[src/rtl/run_light_mode_ctrl.sv]
// Run-light front end: debounced next/prev keys drive mode select S, plus step strobe and mode-change pulse.
// Define RUN_LIGHT_AUTO_CYCLE_EN to auto-advance S after AUTO_STEPS step pulses in one mode.
module run_light_mode_ctrl #(
    parameter int unsigned DB_CYCLES  = 20,
    parameter int unsigned STEP_DIV   = 4,
    parameter int unsigned NUM_MODES  = 5,
    parameter int unsigned AUTO_STEPS = 32
) (
    input  logic       clk,
    input  logic       reset,
    input  logic       key_next,
    input  logic       key_prev,
    output logic [2:0] S,
    output logic       step_en,
    output logic       mode_chg
);

    localparam int unsigned CW = $clog2(DB_CYCLES);
    localparam int unsigned DW = $clog2(STEP_DIV);
    localparam logic [CW-1:0] DB_LAST   = CW'(DB_CYCLES - 1);
    localparam logic [DW-1:0] DIV_LAST  = DW'(STEP_DIV - 1);
    localparam logic [2:0]    MODE_LAST = 3'(NUM_MODES - 1);

    if (DB_CYCLES < 2 || STEP_DIV < 2 || NUM_MODES < 2 || NUM_MODES > 8 || AUTO_STEPS < 1) begin : g_param_check
        $error("run_light_mode_ctrl: illegal parameter set");
    end

    // Key vectors: bit 0 = next, bit 1 = prev.
    logic [1:0]         sync1_q, sync1_d;
    logic [1:0]         sync2_q, sync2_d;
    logic [1:0]         filt_q, filt_d;
    logic [1:0]         filt_prev_q, filt_prev_d;
    logic [1:0][CW-1:0] cnt_q, cnt_d;
    logic [1:0]         press;

    logic [2:0]    s_q, s_d;
    logic          step_en_q, step_en_d;
    logic          mode_chg_q, mode_chg_d;
    logic [DW-1:0] div_q, div_d;
    logic          chg;

`ifdef RUN_LIGHT_AUTO_CYCLE_EN
    localparam int unsigned AW = $clog2(AUTO_STEPS + 1);
    localparam logic [AW-1:0] AUTO_LAST = AW'(AUTO_STEPS - 1);
    logic [AW-1:0] auto_cnt_q, auto_cnt_d;
    logic          auto_fire;
`endif

    always_comb begin
        sync1_d     = {key_prev, key_next};
        sync2_d     = sync1_q;
        filt_d      = filt_q;
        cnt_d       = cnt_q;
        filt_prev_d = filt_q;
        for (int unsigned k = 0; k < 2; k++) begin
            if (sync2_q[k] != filt_q[k]) begin
                if (cnt_q[k] == DB_LAST) begin
                    filt_d[k] = sync2_q[k];
                    cnt_d[k]  = '0;
                end else begin
                    cnt_d[k] = cnt_q[k] + CW'(1);
                end
            end else begin
                cnt_d[k] = '0;
            end
        end
        press = filt_prev_q & ~filt_q;
    end

    always_comb begin
        s_d = s_q;
        chg = 1'b0;
`ifdef RUN_LIGHT_AUTO_CYCLE_EN
        auto_fire = step_en_q && (auto_cnt_q == AUTO_LAST) && (s_q != MODE_LAST);
`endif
        case (press)
            2'b01: begin
                s_d = (s_q == MODE_LAST) ? '0 : s_q + 3'd1;
                chg = 1'b1;
            end
            2'b10: begin
                s_d = (s_q == '0) ? MODE_LAST : s_q - 3'd1;
                chg = 1'b1;
            end
            default: begin
`ifdef RUN_LIGHT_AUTO_CYCLE_EN
                // Auto cycling skips the clear mode: the last run mode wraps straight to 0.
                if (press == 2'b00 && auto_fire) begin
                    s_d = (s_q == MODE_LAST - 3'd1) ? '0 : s_q + 3'd1;
                    chg = 1'b1;
                end
`endif
            end
        endcase

        mode_chg_d = chg;
        if (chg) begin
            div_d     = '0;
            step_en_d = 1'b0;
        end else begin
            div_d     = (div_q == DIV_LAST) ? '0 : div_q + DW'(1);
            step_en_d = (div_q == DIV_LAST) && (s_q != MODE_LAST);
        end

`ifdef RUN_LIGHT_AUTO_CYCLE_EN
        if (chg) begin
            auto_cnt_d = '0;
        end else if (press == 2'b11) begin
            auto_cnt_d = auto_cnt_q;
        end else if (step_en_q) begin
            auto_cnt_d = auto_cnt_q + AW'(1);
        end else begin
            auto_cnt_d = auto_cnt_q;
        end
`endif
    end

    always_ff @(posedge clk or negedge reset) begin
        if (!reset) begin
            sync1_q     <= '1;
            sync2_q     <= '1;
            filt_q      <= '1;
            filt_prev_q <= '1;
            cnt_q       <= '0;
            s_q         <= '0;
            step_en_q   <= 1'b0;
            mode_chg_q  <= 1'b0;
            div_q       <= '0;
`ifdef RUN_LIGHT_AUTO_CYCLE_EN
            auto_cnt_q  <= '0;
`endif
        end else begin
            sync1_q     <= sync1_d;
            sync2_q     <= sync2_d;
            filt_q      <= filt_d;
            filt_prev_q <= filt_prev_d;
            cnt_q       <= cnt_d;
            s_q         <= s_d;
            step_en_q   <= step_en_d;
            mode_chg_q  <= mode_chg_d;
            div_q       <= div_d;
`ifdef RUN_LIGHT_AUTO_CYCLE_EN
            auto_cnt_q  <= auto_cnt_d;
`endif
        end
    end

    assign S        = s_q;
    assign step_en  = step_en_q;
    assign mode_chg = mode_chg_q;

endmodule
[config.mk]
export PLATFORM = sky130hd
export DESIGN_NAME = run_light_mode_ctrl
export DESIGN_NICKNAME = d
export VERILOG_FILES = /design/src/rtl/run_light_mode_ctrl.sv
export SDC_FILE = /design/constraint.sdc
export NUM_CORES = 1
export LEC_CHECK = 0
export CAP_MARGIN = 20
export CORE_ASPECT_RATIO = 0.6
export CORE_MARGIN = 10
export CORE_UTILIZATION = 49
export CTS_CLUSTER_DIAMETER = 40
export CTS_CLUSTER_SIZE = 30
export DETAILED_ROUTE_END_ITERATION = 7
export PLACE_DENSITY = 0.73
export SYNTH_ARGS = -nofsm -noshare
export SYNTH_HDL_FRONTEND = slang
export SYNTH_SLANG_ARGS = --single-unit
[constraint.sdc]
create_clock -name clk -period 1.65 [get_ports clk]
set_clock_uncertainty 0.2 [all_clocks]
set_input_delay 0.33 -clock clk [delete_from_list [all_inputs] [get_ports clk]]
set_output_delay 0.33 -clock clk [all_outputs]
set_load 0.02 [all_outputs]
==> results.md, run 1 <==
- The run finished, with violations left.
- The final reports fail on setup timing.
- The routed layout has 671 vias.
- The part of the power in registers is 67.5%.
- The power per cell area is 747.2 nW/um2.
- The overall overflow remaining after global route is 0.
- The worst setup path is launched from a flop.
- The remaining design rule violation count is 0.
- The via count of the first global-routing pass came to 686.
- The pre-CTS worst setup slack is -104.8 ps.
- TritonCTS built the clock tree.
- The count of flip-flops with a built-in enable after synthesis is 0.
- The required time of the critical path is 1670 ps.
- Synthesis instantiated 23 different standard cells from the library.
- The worst setup path is of the reg -> reg kind.
- Leaving out fill and tap cells, the most frequent cell in the layout is sky130_fd_sc_hd__dfrtp_1.
- The minimum clock period after layout is 1707 ps.
- The maximum operating frequency is 585.7 MHz.
- The reported net switching power is 0.2097 mW.
- Counting both buffers and inverters, the worst setup path holds a total of 0.
- The overall routed net length is 1777 um.
- After detailed routing, the average wire length per cell comes to 13.26 um.
- Setup repair after global routing could not meet its margin everywhere.
- The number of levels the H-tree was split into is 1.
- Counting the fill cells in the layout gives 161.
- Leaving out filler cells and counting taps, the final layout contains 134.
- The top cell types in the final layout, fill and taps aside, are sky130_fd_sc_hd__dfrtp_1, sky130_fd_sc_hd__nor2_1, sky130_fd_sc_hd__dfstp_2.
- In this run the worst path has a maximum fanout of 3.
- The post-route setup TNS is -66.75 ps.
- The hold violation count in the final report is 0.
- The met3 wirelength from detailed routing is 112 um.
- The number of antenna violations at the first check in global routing is 0.
- The net total in the final layout is 118.
- In this run the horizontal extent of the chip is 80.01 um.
- The worst relative slew slack is 69.22%.
- Counting every instance in the synthesized netlist gives 87.
- The diode insertion count for antenna repair is 0.
- The initial utilization of the core area, before any placement, comes to 54.23%.
- STA classifies the critical path endpoint as a flop.
- The detailed router put a total of 820 um of wire on met1.
- The clock tree buffer depth is 2.
- The first global-routing pass estimated 3077 um of wire.
- From bottom edge to top edge, the die measures 56 um.
- Entering global routing, the biggest net connects 26 pins.
- Sequential cells were found to cover 60.05% of the synthesized design area.
- The die covers 4480 um2.
- After layout, the worst setup slack is -57.31 ps.
- The top-level port count is 9.
- Broken down by cell family, the worst path's largest delay share belongs to flip-flops.
- Traced cell by cell, the critical path runs through nor2b_4, ha_4, nand2b_4, o22a_1, o221a_1.
- The clock latency reported for the late side of the worst-skew pair is 320 ps.
- The standard cell core area is 1952 um2.
- The share of power burned in combinational logic is 4.9%.
- The peak per-stage delay on the critical path is 540 ps.
- The switching fraction of total power is 21.84%.
- The detailed placer's ending HPWL is 1343 um.
- At the pin with the least slew margin, the transition time is 457.7 ps.
- The sequential cells in the finished layout cover a total of 635.6 um2.
- For this run, asynchronously set or reset flops after synthesis account for 100.0%.
- The length of the first detailed-routing pass in iterations is 4.
- The cell area after synthesis is 1059 um2.
- Summed over all cells, the static leakage comes to 0.6120 nW.
- Setup violations remaining at the end of the flow were counted as 2.
- After detailed routing, the number of vias per cell comes to 5.007.
- In this run, synthesis produced a sequential element count of 25.
- The CTS sink count is 25.
- The first routing iteration left 60 violations.
- The port buffer count is 8.
- The total routing resource utilization after global routing is 8.659%.
- The number of clock buffers added by TritonCTS is 3.
- After layout, the design draws a total of 0.9601 mW.
- The internal power of the cells totals 0.7504 mW.
- Among all stages on the critical path, the largest delay is contributed by sky130_fd_sc_hd__dfstp_2.
- The minimum hold slack is 147.7 ps.
- The count of nets left with antenna violations once routing finished came out at 0.
- The clock transition time at the flip-flop clock pins of the worst setup and hold paths is 130 ps.
- After routing the design area is 1285 um2.
- Detailed routing placed a total of 807 um of wire on met2.
- The footprint of the multi-input gates is 442.9 um2.
- The total count of max-transition violations in the final report is 0.
- STA puts the critical path data arrival time at 1730 ps.
- The tightest min-delay check is of the in -> async type.
- Once placement finished, the instance area stood at 1219 um2.
- The final estimated routing congestion in global placement is 0.8021.
- Cells with a size suffix above 1 make up 24.53% of the layout.
- The number of max-cap violations is 0.
- The cell count after placement is 129.
- After layout, the worst path uses 103.5% of the clock period.
- For this run, the number of Yosys warnings is 0.
- Measured on the finished design, the core utilization comes to 65.83%.
- The area growth from synthesis to layout is 21.39%.
- Row generation in the floorplan step produced 12 rows.
- A synthesized cell averages 12.17 um2.
- The clock group share of total power is 27.6%.
- The most used flip-flop cell after synthesis is sky130_fd_sc_hd__dfrtp_1.
- Across the VDD grid, the largest voltage drop is 0.6586 mV.
- Routed signal wires occupy layers up through met4.
- The cell sitting at the root of the clock tree is a sky130_fd_sc_hd__clkbuf_4.
- The net count of the mapped netlist is 98.
-- cells in the mapped netlist, types with 2 or more instances --
| library cell | instances | area, um2 |
|---|---|---|
| sky130_fd_sc_hd__xor2_1 | 6 | 52.55 |
| sky130_fd_sc_hd__ha_1 | 7 | 87.58 |
| sky130_fd_sc_hd__and2_1 | 4 | 25.02 |
| sky130_fd_sc_hd__nor2_1 | 10 | 37.54 |
| sky130_fd_sc_hd__xnor2_1 | 3 | 26.28 |
| sky130_fd_sc_hd__inv_1 | 4 | 15.01 |
| sky130_fd_sc_hd__mux2_2 | 2 | 22.52 |
| sky130_fd_sc_hd__dfrtp_1 | 17 | 425.4 |
| sky130_fd_sc_hd__o21ai_1 | 2 | 10.01 |
| sky130_fd_sc_hd__nor3_1 | 4 | 20.02 |
| sky130_fd_sc_hd__nand3_1 | 4 | 20.02 |
| sky130_fd_sc_hd__dfstp_2 | 8 | 210.2 |
| sky130_fd_sc_hd__nand2b_1 | 2 | 12.51 |
| sky130_fd_sc_hd__nand2_1 | 5 | 18.77 |
-- layout make-up --
type	count	area share (%)
clock buffers	4	2.045
inverters	4	1.363
multi-input cells	58	34.47
flip-flops and latches	25	49.46
well taps	28	2.726
repair buffers	15	9.932
-- what timing repair did --
action,4_1_cts,5_1_grt
setup endpoints to repair,8,6
pin swaps,1,1
buffers inserted,0,1
hold buffers,0,0
gates resized for setup,7,6
-- worst register-to-register path, delay by kind of cell, from the launching register on --
kind / cells / cell delay (ps)
DFF: 1 / 540
AOI/OAI and AO/OA: 2 / 380
and+or+nand+nor: 2 / 290
adders and majority gates: 1 / 210
-- power groups by stage --
stage	combinational, mW	sequential, mW	clock [mW]
final	0.0471	0.648	0.265
after global routing	0.0574	0.650	0.304
after CTS	0.0489	0.648	0.275
after detailed placement	0.0486	0.659	0
after global placement	0.0473	0.657	0
after floorplan	0.0236	0.656	0
-- worst paths after layout --
kind | slack, ps | cells after the start | endpoint | from
setup reg to reg | -60 | 5 | S[2]$_DFFE_PN0N_ | filt_prev_q[1]$_DFF_PN1_
max in group asynchronous | 810 | 2 | sync2_q[0]$_DFF_PN1_ | reset
setup / recovery | -60 | 5 | S[2]$_DFFE_PN0N_ | filt_prev_q[1]$_DFF_PN1_
min in group clk | 160 | 0 | sync2_q[1]$_DFF_PN1_ | sync1_q[1]$_DFF_PN1_
hold reg to reg | 160 | 0 | sync2_q[1]$_DFF_PN1_ | sync1_q[1]$_DFF_PN1_
hold / removal | 150 | 2 | step_en$_DFF_PN0_ | reset
-- registers in the layout, indices dropped and copies added, names as in the netlist --
name / flops
mode_chg: 1
sync2_q: 2
sync1_q: 2
div_q: 2
S: 3
filt_prev_d: 2
cnt_q: 10
filt_prev_q: 2
step_en: 1
-- kinds of logic (layout without fill, tap and decap cells) --
logic type	after synthesis	count (layout)	synth area share [%]
AO/OA/AOI/OAI	9	9	6.620
multiplexers	2	2	2.128
buffers and inverters	4	23	1.418
AND/OR/NAND/NOR	31	31	14.07
XOR/XNOR	9	9	7.447
flip-flops	25	25	60.05
adder cells (fa/ha/maj)	7	7	8.274
-- routing by layer --
metal	vias up	GRT usage, %
met4	0	2.723
met1	321	10.08
li1	329	-
met2	15	13.11
met3	6	4.823
met5	-	0
Power figures use the tool's default switching activity.
==> run 2: changes to the inputs <==
--- a/config.mk
+++ b/config.mk
@@ -7,12 +7,12 @@
 export LEC_CHECK = 0
 export CAP_MARGIN = 20
 export CORE_ASPECT_RATIO = 0.6
-export CORE_MARGIN = 10
 export CORE_UTILIZATION = 49
 export CTS_CLUSTER_DIAMETER = 40
 export CTS_CLUSTER_SIZE = 30
 export DETAILED_ROUTE_END_ITERATION = 7
 export PLACE_DENSITY = 0.73
+export SETUP_SLACK_MARGIN = 0.5
 export SYNTH_ARGS = -nofsm -noshare
 export SYNTH_HDL_FRONTEND = slang
 export SYNTH_SLANG_ARGS = --single-unit
==> run 2 against run 1 <==
  * The flow still finishes with violations (setup timing)
  * Utilization grew 15 points
  * Clock power shrank 2%
  * Setup slack is essentially flat
  * Design area grew 22%
  * Sequential power grew 2%
  * Die area shrank 47%
  * Combinational power grew 73%
  * Maximum frequency is essentially flat
  * Worst hold slack gained 9.9 ps
  * Via count grew 11%
  * Critical path type unchanged
  * Largest power group unchanged
  * Highest routed layer unchanged
==> results.md, run 2 (synthesized netlist as in run 1, its figures left out) <==
- The run finished, with violations left.
- The final reports fail on setup timing.
- Detailed placement ended at an HPWL of 1137 um.
- Prior to clock tree synthesis, the placed netlist has a worst setup slack of -102.3 ps.
- The category of the worst setup path capture point is a flop.
- The top cell types in the final layout, fill and taps aside, are sky130_fd_sc_hd__dfrtp_1, sky130_fd_sc_hd__buf_6, sky130_fd_sc_hd__nor2_1.
- The count of antenna-violating nets left after detailed routing is 0.
- The clock tree buffer depth is 2.
- The number of flip-flops in the largest register is 10.
- The routed design uses 1100 um of met2 wire.
- For this run, the top clock speed supported by timing is 585.6 MHz.
- cnt_q holds more flip-flops than any other register.
- For this run, design rule violations remaining after detail routing come to 0.
- Setup repair after global routing could not meet its margin everywhere.
- The overall overflow remaining after global route is 0.
- The top-level port count is 9.
- The most common cell after layout, fill and taps aside is sky130_fd_sc_hd__dfrtp_1.
- For this block, the routed nets add up to 2210 um of wire.
- The pin slew with the least headroom to its limit is 331.0 ps.
- In the final routed layout, each cell accounts on average for 15.45 um.
- The number of buffers inserted for hold repair after clock tree synthesis is 0.
- The signal on the critical path passes through nor2b_4, ha_4, nand2b_4, o22a_1, o221a_1.
- The class of the tightest hold or removal check is reg -> reg.
- The launching element type of the critical path is a flop.
- The first global-routing pass estimated 3539 um of wire.
- The number of DRC markers after the initial detailed-route iteration is 23.
- The analysis attributes to cell leakage a power of 0.7119 nW.
- TritonCTS built the clock tree.
- In this run the tightest slew margin relative to its limit is 77.94%.
- The hold violation count in the final report was 0.
- Dividing the detail-routed via count by the number of cells gives 5.196.
- The tree is rooted in a sky130_fd_sc_hd__clkbuf_4.
- Cells with a size suffix above 1 make up 53.04% of the layout.
- Setup slack on the worst reg-to-reg path comes out at -60 ps.
- The pre-antenna-repair detailed-routing pass consisted of 4 iterations.
- The diode insertion count for antenna repair is 0.
- The port buffer count is 8.
- The maximum resistive drop on vdd is 0.5100 mV.
- The critical path is of the reg -> reg type.
- The cell at the slowest stage of the critical path is sky130_fd_sc_hd__dfstp_2.
- In this run the number of H-tree levels came out at 1.
- The highest metal layer with signal wires is met4.
- In this run the horizontal extent of the chip is 62.01 um.
- The met3 wirelength from detailed routing is 62 um.
- The pin count of the biggest net entering global routing is 26.
- The number of antenna violations at the first check in global routing was 0.
- The die is 38 um tall.
- The required time of the critical path is 1660 ps.
- The region available for standard cell placement spans 1937 um2.
- The total routing resource utilization after global routing is 22.29%.
- The die covers 2356 um2.
- The clock transition time at the flip-flop clock pins of the worst setup and hold paths is 130 ps.
- The area growth from synthesis to final layout is 48.46%.
- The number of max-cap violations is 0.
- The minimum clock period after layout is 1708 ps.
- The via count of the first global-routing pass was 715.
- The total setup violations reported at the end of the flow is 2.
- The clock latency reported for the late side of the worst-skew pair is 310 ps.
- The number of placement rows is 12.
- The CTS sink count is 25.
- Across all setup checks in the final design, the least slack found is -57.71 ps.
- The post-layout utilization of the core is 81.14%.
- The met1 routed wirelength after detailed routing is 1025 um.
- The minimum hold slack is 157.6 ps.
- The data arrival time of the critical path is 1720 ps.
- The net total in the final layout is 127.
- Along the worst path, the maximum fanout reaches 4.
- TritonCTS created 3 clock buffers.
- The routed layout has 743 vias.
- The power per cell area is 636.5 nW/um2.
- The largest single stage delay on the critical path is 540 ps.
- The share of the clock period used by the worst path is 103.5%.
- The congestion estimate from routability-driven global placement came to 0.7840.
- For this configuration, the core starts out at a cell density of 54.65%.
- The total count of max-transition violations in the final report is 0.
-- run 2: cell count changes in the layout (fill, tap and decap cells not counted), moves of 3 or more --
cell                            previous run  this run
sky130_fd_sc_hd__buf_6                     0        12
sky130_fd_sc_hd__and2_1                    4         0
sky130_fd_sc_hd__and2_4                    0         4
sky130_fd_sc_hd__dlygate4sd2_1             4         0
sky130_fd_sc_hd__nand2_1                   5         1
sky130_fd_sc_hd__nor3_1                    4         1
sky130_fd_sc_hd__nor3_4                    0         3
-- run 2: worst paths after layout --
| check | startpoint | to | cells after the start |
|---|---|---|---|
| worst min register to register | sync1_q[0]$_DFF_PN1_ | sync2_q[0]$_DFF_PN1_ | 0 |
| max in group asynchronous | reset | sync1_q[0]$_DFF_PN1_ | 2 |
| min in group asynchronous | reset | div_q[0]$_DFF_PN0_ | 2 |
| worst min-delay path | sync1_q[0]$_DFF_PN1_ | sync2_q[0]$_DFF_PN1_ | 0 |
| worst max-delay path | filt_prev_q[1]$_DFF_PN1_ | S[2]$_DFFE_PN0N_ | 5 |
| worst max register to register | filt_prev_q[1]$_DFF_PN1_ | S[2]$_DFFE_PN0N_ | 5 |
-- run 2: layout make-up --
type	instances	area [um2]
sequential	25	635.6
tap	28	35.03
fill	102	365.4
multi-input combinational	58	618.1
clock buffer	3	22.52
timing repair buffer	24	232.7
inverter	4	22.52
clock inverter	1	5.005
-- run 2: routing by layer --
metal,up-vias,global-route usage (%)
li1,347,-
met1,382,29.19
met2,10,36.17
met3,4,7.095
met4,0,5.000
met5,-,0
-- run 2: critical path: cells and delay by family, from the launching register on --
family / cells / cell delay [ps]
flip-flops: 1 / 540
AND/OR/NAND/NOR: 2 / 280
AO/OA/AOI/OAI: 2 / 360
adder cells (fa/ha/maj): 1 / 220
-- run 2: what timing repair did --
| item | 4_1_cts | 5_1_grt |
|---|---|---|
| setup buffers | 7 | 3 |
| pin swaps | 17 | 4 |
| endpoints found under the setup margin | 24 | 24 |
| resized for setup | 62 | 8 |
-- run 2: power by group --
group	total (mW)	internal [mW]	leakage (nW)	switching, mW
sequential	0.659	0.634	0.312	0.0244
combinational	0.0814	0.0446	0.383	0.0368
clock	0.260	0.0907	0.0177	0.170
-- run 2: metrics by stage --
step / power [mW] / setup TNS (ps) / cells / area, um2
2_1_floorplan: 0.6839 / -75.20 / 87 / 1099
3_3_place_gp: 0.7100 / -142.2 / 129 / 1259
3_5_place_dp: 0.7129 / -221.5 / 129 / 1259
4_1_cts: 0.9987 / -33.07 / 140 / 1513
5_1_grt: 1.048 / -154.2 / 143 / 1572
6_report: 1.000 / -70.10 / 143 / 1572
==> run 3: changes to the inputs <==
--- a/config.mk
+++ b/config.mk
@@ -7,11 +7,11 @@
 export LEC_CHECK = 0
 export CAP_MARGIN = 20
 export CORE_ASPECT_RATIO = 0.6
-export CORE_UTILIZATION = 49
+export CORE_UTILIZATION = 25
 export CTS_CLUSTER_DIAMETER = 40
 export CTS_CLUSTER_SIZE = 30
 export DETAILED_ROUTE_END_ITERATION = 7
-export PLACE_DENSITY = 0.73
+export PLACE_DENSITY = 0.43
 export SETUP_SLACK_MARGIN = 0.5
 export SYNTH_ARGS = -nofsm -noshare
 export SYNTH_HDL_FRONTEND = slang
==> run 3 against run 2 <==
  * The flow still finishes with violations (setup timing)
  * Die area rose by 91%
  * Combinational power barely moved
  * Clock-buffer cell count did not move
  * Sequential share of layout area fell by 0.19 points
  * Register-to-register slack improved by 30 ps
  * Sequential power fell by 0.6%
  * Clock power rose by 44%
  * Maximum frequency rose by 1.8%
  * Global-route usage fell by 13 points
  * Critical path depth did not move
  * Largest power group unchanged
==> results.md, run 3 (synthesized netlist as in run 1, its figures left out) <==
- The number of levels the H-tree was split into is 1.
- TritonCTS built the clock tree.
- The critical path class is reg -> reg.
- The net total in the final layout is 126.
- The category of the worst setup path capture point is a flop.
- The hold violation count in the final report is 0.
- The required time of the critical path is 1610 ps.
- The final reports fail on setup timing.
- The clock transition time at the flip-flop clock pins of the worst setup and hold paths is 90 ps.
- Of all nets on the critical path, the largest fanout is 4.
- The floorplan step set the die width to 86.01 um.
- After floorplanning, the core was divided into 17 placement rows.
- The area used by sequential logic in the layout is 635.6 um2.
- For this design the static power due to leakage is 0.6999 nW.
- In this run the tightest slew margin relative to its limit is 78.56%.
- Routability-driven placement finished with a final weighted congestion of 0.7788.
- The overall overflow remaining after global route is 0.
- The first-pass GRT wire length is 3160 um.
- The top-level port count is 9.
- In the final layout, the share of cells above drive strength 1 is 49.12%.
- The via-per-instance ratio is 4.088.
- The maximum resistive drop on vdd is 0.2912 mV.
- For the pin with the worst max-slew slack, the measured transition is 321.6 ps.
- The flow ran to the end, but the final reports show violations.
- STA classifies the critical path startpoint as a flop.
- In this run the power density over the cells is 703.3 nW/um2.
- Setup violations remaining at the end of the flow were counted as 1.
- The vias after detailed routing is 699.
- The setup slack of the critical path after layout is -27.08 ps.
- Global routing used 9.684% of the available tracks across all layers.
- The count of antenna-violating nets left after detailed routing is 0.
- The number of flip-flops in the largest register is 10.
- Summed over all nets, wire length on met2 after detailed routing comes to 847 um.
- After floorplanning, the core was sized to cover 3850 um2.
- In the layout the commonest cells are sky130_fd_sc_hd__dfrtp_1, sky130_fd_sc_hd__buf_4, sky130_fd_sc_hd__nor2_1.
- The root cell of the clock tree is sky130_fd_sc_hd__clkbuf_8.
- More flip-flops sit in one register than any other, and that register is cnt_q.
- Counting I/O delays and the setup requirement, the final critical path takes 1677 ps.
- The class of the tightest hold or removal check is reg -> reg.
- The met1 routed wirelength after detailed routing is 897 um.
- Wire segments on met3 add up to 98 um in the final route.
- The die covers 4507 um2.
- The highest metal layer with signal wires is met4.
- After detailed routing, the average wire length per cell comes to 10.96 um.
- For the worst setup path, the data arrival time is 1640 ps.
- In this run the deepest clock path goes through 2 buffers.
- For this block, the initial DRC count from the detailed router was 13.
- In the final layout, the multi-input gates occupy 590.6 um2.
- 0 antenna diodes ended up in the layout.
- The HPWL after detailed placement is 1127 um.
- The number of inserted filler cells in the final layout is 370.
- The die is 52.40 um tall.
- The overall routed net length is 1875 um.
- Timing analysis after detailed placement gives a worst setup slack of -91.31 ps.
- Buffers inserted during clock tree synthesis total 3.
- The overall power of the completed layout is 1.110 mW.
- Leaving out fill and tap cells, the most frequent cell in the layout is sky130_fd_sc_hd__dfrtp_1.
- For this run, design rule violations remaining after detail routing come to 0.
- The port buffer count is 8.
- Entering global routing, the biggest net connects 26 pins.
- For this design, the CTS-stage hold fixing added 0 buffers.
- From synthesis to final layout, the design area changed by 49.17%.
- The via count of the first global-routing pass came to 705.
- The number of max-cap violations is 0.
- After layout, the worst path uses 101.6% of the clock period.
- The length of the first detailed-routing pass in iterations is 3.
- Once the floorplan was initialized, standard cells occupied 27.49% of the core.
- For this run, the top clock speed supported by timing is 596.3 MHz.
- The number of antenna violations at the first check in global routing is 0.
- Setup repair after global routing could not meet its margin everywhere.
- Cells fill 41.01% of the core in the end.
- The CTS sink count is 25.
- The clock latency reported for the late side of the worst-skew pair is 270 ps.
- The total count of max-transition violations in the final report came to 0.
## run 3: cell count changes in the layout (fill, tap and decap cells not counted), sizes merged
| cell | change |
|---|---|
| clkinv | -1 |
| clkinvlp | +1 |
| buf | -1 |
## run 3: final cells by class
type	count	area share (%)
Sequential cell	25	40.25
Multi-Input combinational cell	58	37.40
Timing Repair Buffer	23	13.63
Tap cell	57	4.517
Clock buffer	3	2.615
Inverter	4	1.109
Clock inverter	1	0.4754
## run 3: final timing paths
path	from	to	slack, ps	depth (start not counted)
hold reg to reg	sync1_q[0]$_DFF_PN1_	sync2_q[0]$_DFF_PN1_	160	0
max in group asynchronous	reset	filt_prev_q[1]$_DFF_PN1_	830	2
setup / recovery	filt_prev_q[1]$_DFF_PN1_	S[2]$_DFFE_PN0N_	-30	5
min in group asynchronous	reset	cnt_q[9]$_DFF_PN0_	190	2
setup reg to reg	filt_prev_q[1]$_DFF_PN1_	S[2]$_DFFE_PN0N_	-30	5
hold / removal	sync1_q[0]$_DFF_PN1_	sync2_q[0]$_DFF_PN1_	160	0
## run 3: through the flow
stage                     setup TNS [ps]  hold WS [ps]  instances  instance area, um2
after floorplan                   -75.20        -165.6         87                1099
after global placement            -110.1         147.1        157                1300
after detailed placement          -134.2         147.2        157                1300
after CTS                         -14.98         161.6        167                1504
after global routing              -126.9         171.3        171                1579
final                             -27.08         160.2        171                1579
## run 3: repair_timing
action,4_1_cts,5_1_grt
pin swaps,12,7
gates resized for setup,46,9
buffers inserted,6,4
endpoints found under the setup margin,24,24
## run 3: power breakdown
group	leakage [nW]	switching, mW	internal [mW]
Combinational	0.367	0.0345	0.0467
Sequential	0.312	0.0211	0.634
Clock	0.0217	0.203	0.171
Total	0.700	0.259	0.852
## run 3: metal layers
layer	vias to the layer above	global-route usage, %
met5	-	0
met4	0	5.000
li1	346	-
met1	337	10.86
met3	5	4.094
met2	11	16.01
## run 3: critical path, cell delays in order (launching register included)
cell,delay (ps)
sky130_fd_sc_hd__dfstp_2,530
sky130_fd_sc_hd__nor2b_4,150
sky130_fd_sc_hd__ha_4,210
sky130_fd_sc_hd__nand2b_4,130
sky130_fd_sc_hd__o22a_1,150
sky130_fd_sc_hd__o221a_1,200
